--- src/rtl/fifo_wr_arbiter.sv ---
// Round-robin write arbiter that lets NUM_REQ requesters share one async_fifo write port.
// Each grant moves up to MAX_BURST beats and is released early when the owner drops valid.
module fifo_wr_arbiter #(
  parameter int NUM_REQ    = 4,
  parameter int DATA_WIDTH = 4,
  parameter int MAX_BURST  = 4
) (
  input  logic                          clk_a,
  input  logic                          rst_a,
  input  logic [NUM_REQ-1:0]            req_valid,
  input  logic [NUM_REQ*DATA_WIDTH-1:0] req_data,
  output logic [NUM_REQ-1:0]            req_ready,
  input  logic                          fifo_full,
  output logic [DATA_WIDTH-1:0]         fifo_din,
  output logic                          fifo_wr_en,
  output logic [$clog2(NUM_REQ)-1:0]    grant_id,
  output logic                          busy
);

  localparam int GW = $clog2(NUM_REQ);
  localparam int CW = $clog2(MAX_BURST + 1);

  typedef enum logic {IDLE, GRANT} state_t;

  state_t                state, state_n;
  logic [GW-1:0]         grant_n, last_grant, last_n, cand, rr_pick;
  logic [CW-1:0]         beat_cnt, cnt_n;
  logic                  rr_found, armed, write;
  logic [DATA_WIDTH-1:0] slot [NUM_REQ];

  for (genvar i = 0; i < NUM_REQ; i++) begin : g_slot
    assign slot[i] = req_data[i*DATA_WIDTH +: DATA_WIDTH];
  end

  // Holds off arbitration for the first edge after reset release.
  always_ff @(posedge clk_a or negedge rst_a) begin
    if (!rst_a) armed <= 1'b0;
    else        armed <= 1'b1;
  end

  always_ff @(posedge clk_a or negedge rst_a) begin
    if (!rst_a) begin
      state      <= IDLE;
      grant_id   <= '0;
      last_grant <= GW'(NUM_REQ - 1);
      beat_cnt   <= '0;
    end else begin
      state      <= state_n;
      grant_id   <= grant_n;
      last_grant <= last_n;
      beat_cnt   <= cnt_n;
    end
  end

  // Search starts just past the last owner, so the previous winner has lowest priority.
  always_comb begin
    rr_found = 1'b0;
    rr_pick  = '0;
    cand     = '0;
    for (int i = 1; i <= NUM_REQ; i++) begin
      cand = GW'((int'(last_grant) + i) % NUM_REQ);
      if (!rr_found && req_valid[cand]) begin
        rr_found = 1'b1;
        rr_pick  = cand;
      end
    end
  end

  always_comb begin
    state_n = state;
    grant_n = grant_id;
    last_n  = last_grant;
    cnt_n   = beat_cnt;
    write   = 1'b0;
    case (state)
      IDLE: begin
        if (armed && rr_found) begin
          state_n = GRANT;
          grant_n = rr_pick;
          cnt_n   = '0;
        end
      end
      GRANT: begin
        write = req_valid[grant_id] && !fifo_full;
        if (write) begin
          cnt_n = beat_cnt + 1'b1;
          if (cnt_n == CW'(MAX_BURST)) begin
            state_n = IDLE;
            last_n  = grant_id;
          end
        end else if (!req_valid[grant_id]) begin
          state_n = IDLE;
          last_n  = grant_id;
        end
      end
      default: state_n = IDLE;
    endcase
  end

  always_comb begin
    busy       = (state == GRANT);
    fifo_wr_en = write;
    fifo_din   = slot[grant_id];
    req_ready  = '0;
    for (int i = 0; i < NUM_REQ; i++) begin
      req_ready[i] = write && (grant_id == GW'(i));
    end
  end

endmodule
--- config.mk ---
export PLATFORM = sky130hd
export DESIGN_NAME = fifo_wr_arbiter
export DESIGN_NICKNAME = d
export VERILOG_FILES = /design/src/rtl/fifo_wr_arbiter.sv
export SDC_FILE = /design/constraint.sdc
export NUM_CORES = 1
export LEC_CHECK = 0
export CORE_ASPECT_RATIO = 1.2
export CORE_MARGIN = 8
export CORE_UTILIZATION = 35
export CTS_CLUSTER_SIZE = 14
export DETAILED_ROUTE_END_ITERATION = 8
export PLACE_DENSITY = 0.84
export SETUP_SLACK_MARGIN = 0.05
export SLEW_MARGIN = 20
export SYNTH_ARGS = -nofsm -noshare
export SYNTH_HDL_FRONTEND = slang
export SYNTH_SLANG_ARGS = --single-unit
--- constraint.sdc ---
create_clock -name clk_a -period 1.5 [get_ports clk_a]
set_input_delay 0.225 -clock clk_a [delete_from_list [all_inputs] [get_ports clk_a]]
set_output_delay 0.225 -clock clk_a [all_outputs]
set_load 0.03 [all_outputs]
==> metrics.txt <==
status=complete, but fails checks; failing checks=setup timing; DR vias=778; critical path arrival=1.52 ns; global-route wire length before repair=4250 um; Mapped Area=704 um^2; leakage power=0.630 nW; largest net degree at the start of global routing=10; Comb pwr share=72.4%; nets@finish=152; reported max-cap violation count=0; DRT Wirelength=2700 um; Ant. Diodes=0; post-synth top area cell=dfrtp_1; Fmax achieved=575 MHz; half-perimeter wire length after placement=1960 um; RSZ-0062 raised after global routing=true; Reg power frac=19.5%; GRT Residual Overflow=0; critical path's slowest cell=dfrtp_2; Cell Pwr Density=1660 nW/um^2; Post-DRT Antenna Nets=0; Cells after Synth=66; YS warnings=0; FF+latch count, synth=9; Synth area leaders=dfrtp_1, mux4_2, dfstp_2; CP peak stage delay=0.38 ns; Clock power frac=8.2%; Max FO, Critical Path=3; die width=57.0 um; crit share post-route=116%; final hold vios=0; initial drt markers=15; hold-fix buffers at CTS=0; nature of the critical path startpoint=register; most frequent cells in the layout=buf_4, clkdlybuf4s50_1, buf_6, nand2_1, inv_1; Layout Cells excl Fill=146; placed cell count=133; Root Buffer=clkbuf_4; core area=1980 um^2; Switch Pwr=0.947 mW; Synth-to-Final Area Change=97.7%; die footprint=3710 um^2; Netlist cell types=31; Die Ht=65.1 um; share of the synthesized area in the top cell type=24.9%; vias in the first global route=881; vias per cell=5.33; Initial Util=35.5%; Worst Setup End Kind=output pin; P_int=1.36 mW; I/O pin count=35; sequential area share after synthesis=32.3%; CP required=1.27 ns; setup ws final=-0.240 ns; Hold Path Class=in -> async; Tot GR Track Use=14.2%; Clock Latency Late Sink=0.26 ns; commonest non-fill, non-tap cell in the layout=buf_4; syn avg cell area=10.7 um^2; Max VDD drop=0.000964 V; final setup fails=12; clk buf depth=2; critical path, cell by cell=buf_6, buf_4, nand3b_1, buf_4, nor2_4, buf_6; CTS tree=built; fin. max-slew vios=0; # rows=18; Crit Path Class=reg -> out; drt wl/cell=18.5 um; DRT Pass-1 Iters=4; Final Wtd Congestion=0.880; H-tree depth=1; Sink Count=9; DP Worst Slack=-0.474 ns; Sw Ratio=41.0%; Post-Route Skew=0.00234 ns; initial antenna violation count=0; Port Buffers=34; DRC errors left=0; Clock transition at path regs=0.06 ns; Post-Syn Nets=91; Num CTS Buffers=3; ratio of cells with drive above 1 in the final layout=50.8%; Final min period=1.74 ns
[critical path: cells and delay by family (launching register included)]
family | cells | cell delay (ns)
flip-flops | 1 | 0.38
AND/OR/NAND/NOR | 2 | 0.31
buffers and inverters | 4 | 0.57
[sequential cells by signal, summed over array words and instances (netlist names)]
register / count
last_grant: 2
grant_id: 2
armed: 1
beat_cnt: 3
busy: 1
[synth_stat cells]
master,count
mux4_2,4
nand2_1,7
mux2_2,2
mux2i_1,5
dfrtp_1,7
nor3b_1,1
inv_1,6
o22ai_4,1
or3b_1,1
a21oi_2,1
nand2b_1,3
a2bb2oi_1,1
nor2_1,2
mux2_1,1
or4_4,1
buf_2,2
nand3_1,1
o22ai_1,1
a21bo_1,1
nand3b_1,1
ha_1,2
o22a_1,1
a21boi_0,2
o211ai_1,1
o32a_1,1
nor3_1,1
o21ai_0,4
a22o_1,1
conb_1,1
nand3b_4,1
dfstp_2,2
[routing by layer]
metal | part of all wire (%) | vias to the layer above | global-route usage [%] | routed length, um
li1 | - | 368 | - | -
met1 | 39 | 374 | 14.3 | 1060
met2 | 54 | 32 | 28.3 | 1470
met3 | 4.7 | 4 | 3.28 | 128
met4 | 1.6 | 0 | 2.94 | 44
met5 | 0 | - | 0 | 0
[final timing paths]
kind                       slack (ns)       endpoint   startpoint  cells after the start
max                             -0.24   req_ready[3]  grant_id[1]                      6
min reg2reg                      0.56    beat_cnt[1]  beat_cnt[1]                      2
max in group asynchronous        0.89  last_grant[1]        rst_a                      1
max reg2reg                     -0.20    beat_cnt[0]  grant_id[1]                      7
min in group clk_a               0.56    beat_cnt[1]  beat_cnt[1]                      2
min                              0.27    beat_cnt[0]        rst_a                      1
[power by group through the flow]
stage	combinational (mW)	sequential [mW]	clock, mW
finish	1.67	0.449	0.188
global placement	1.25	0.468	0
CTS	1.58	0.444	0.191
detailed placement	1.29	0.484	0
global route	1.77	0.465	0.205
floorplan	0.777	0.525	0
[what timing repair did]
action	4_1_cts	5_1_grt
buffers inserted	8	1
setup endpoints to repair	18	17
gates resized for setup	47	8
pin swaps	7	3
[stage by stage]
step                      total power [mW]  utilization [%]  cell area (um^2)  TNS, ns  hold slack (ns)
after detailed placement              1.77             60.4              1200    -4.10            0.525
after global placement                1.72             60.4              1200    -3.69            0.511
after CTS                             2.22             68.4              1360    -1.98            0.279
after global routing                  2.44             70.3              1390    -2.90            0.301
after floorplan                       1.30                -               759  -0.0255          -0.0706
final                                 2.31             70.3              1390    -2.26            0.274
[layout make-up]
type | instances | area, um^2
clock buffer | 4 | 26.3
fill | 133 | 589
inverter | 6 | 22.5
multi-input combinational | 49 | 534
sequential | 9 | 231
tap | 20 | 25.0
timing repair buffer | 58 | 553
[logic make-up after synthesis]
group / Yosys count / share of synthesized area (%)
AOI/OAI and AO/OA: 15 / 17.6
adders and majority gates: 2 / 3.55
buffers and inverters: 8 / 4.62
DFF: 9 / 32.3
muxes: 12 / 24.7
other: 1 / 0.532
and+or+nand+nor: 19 / 16.7
Power figures use the tool's default switching activity.
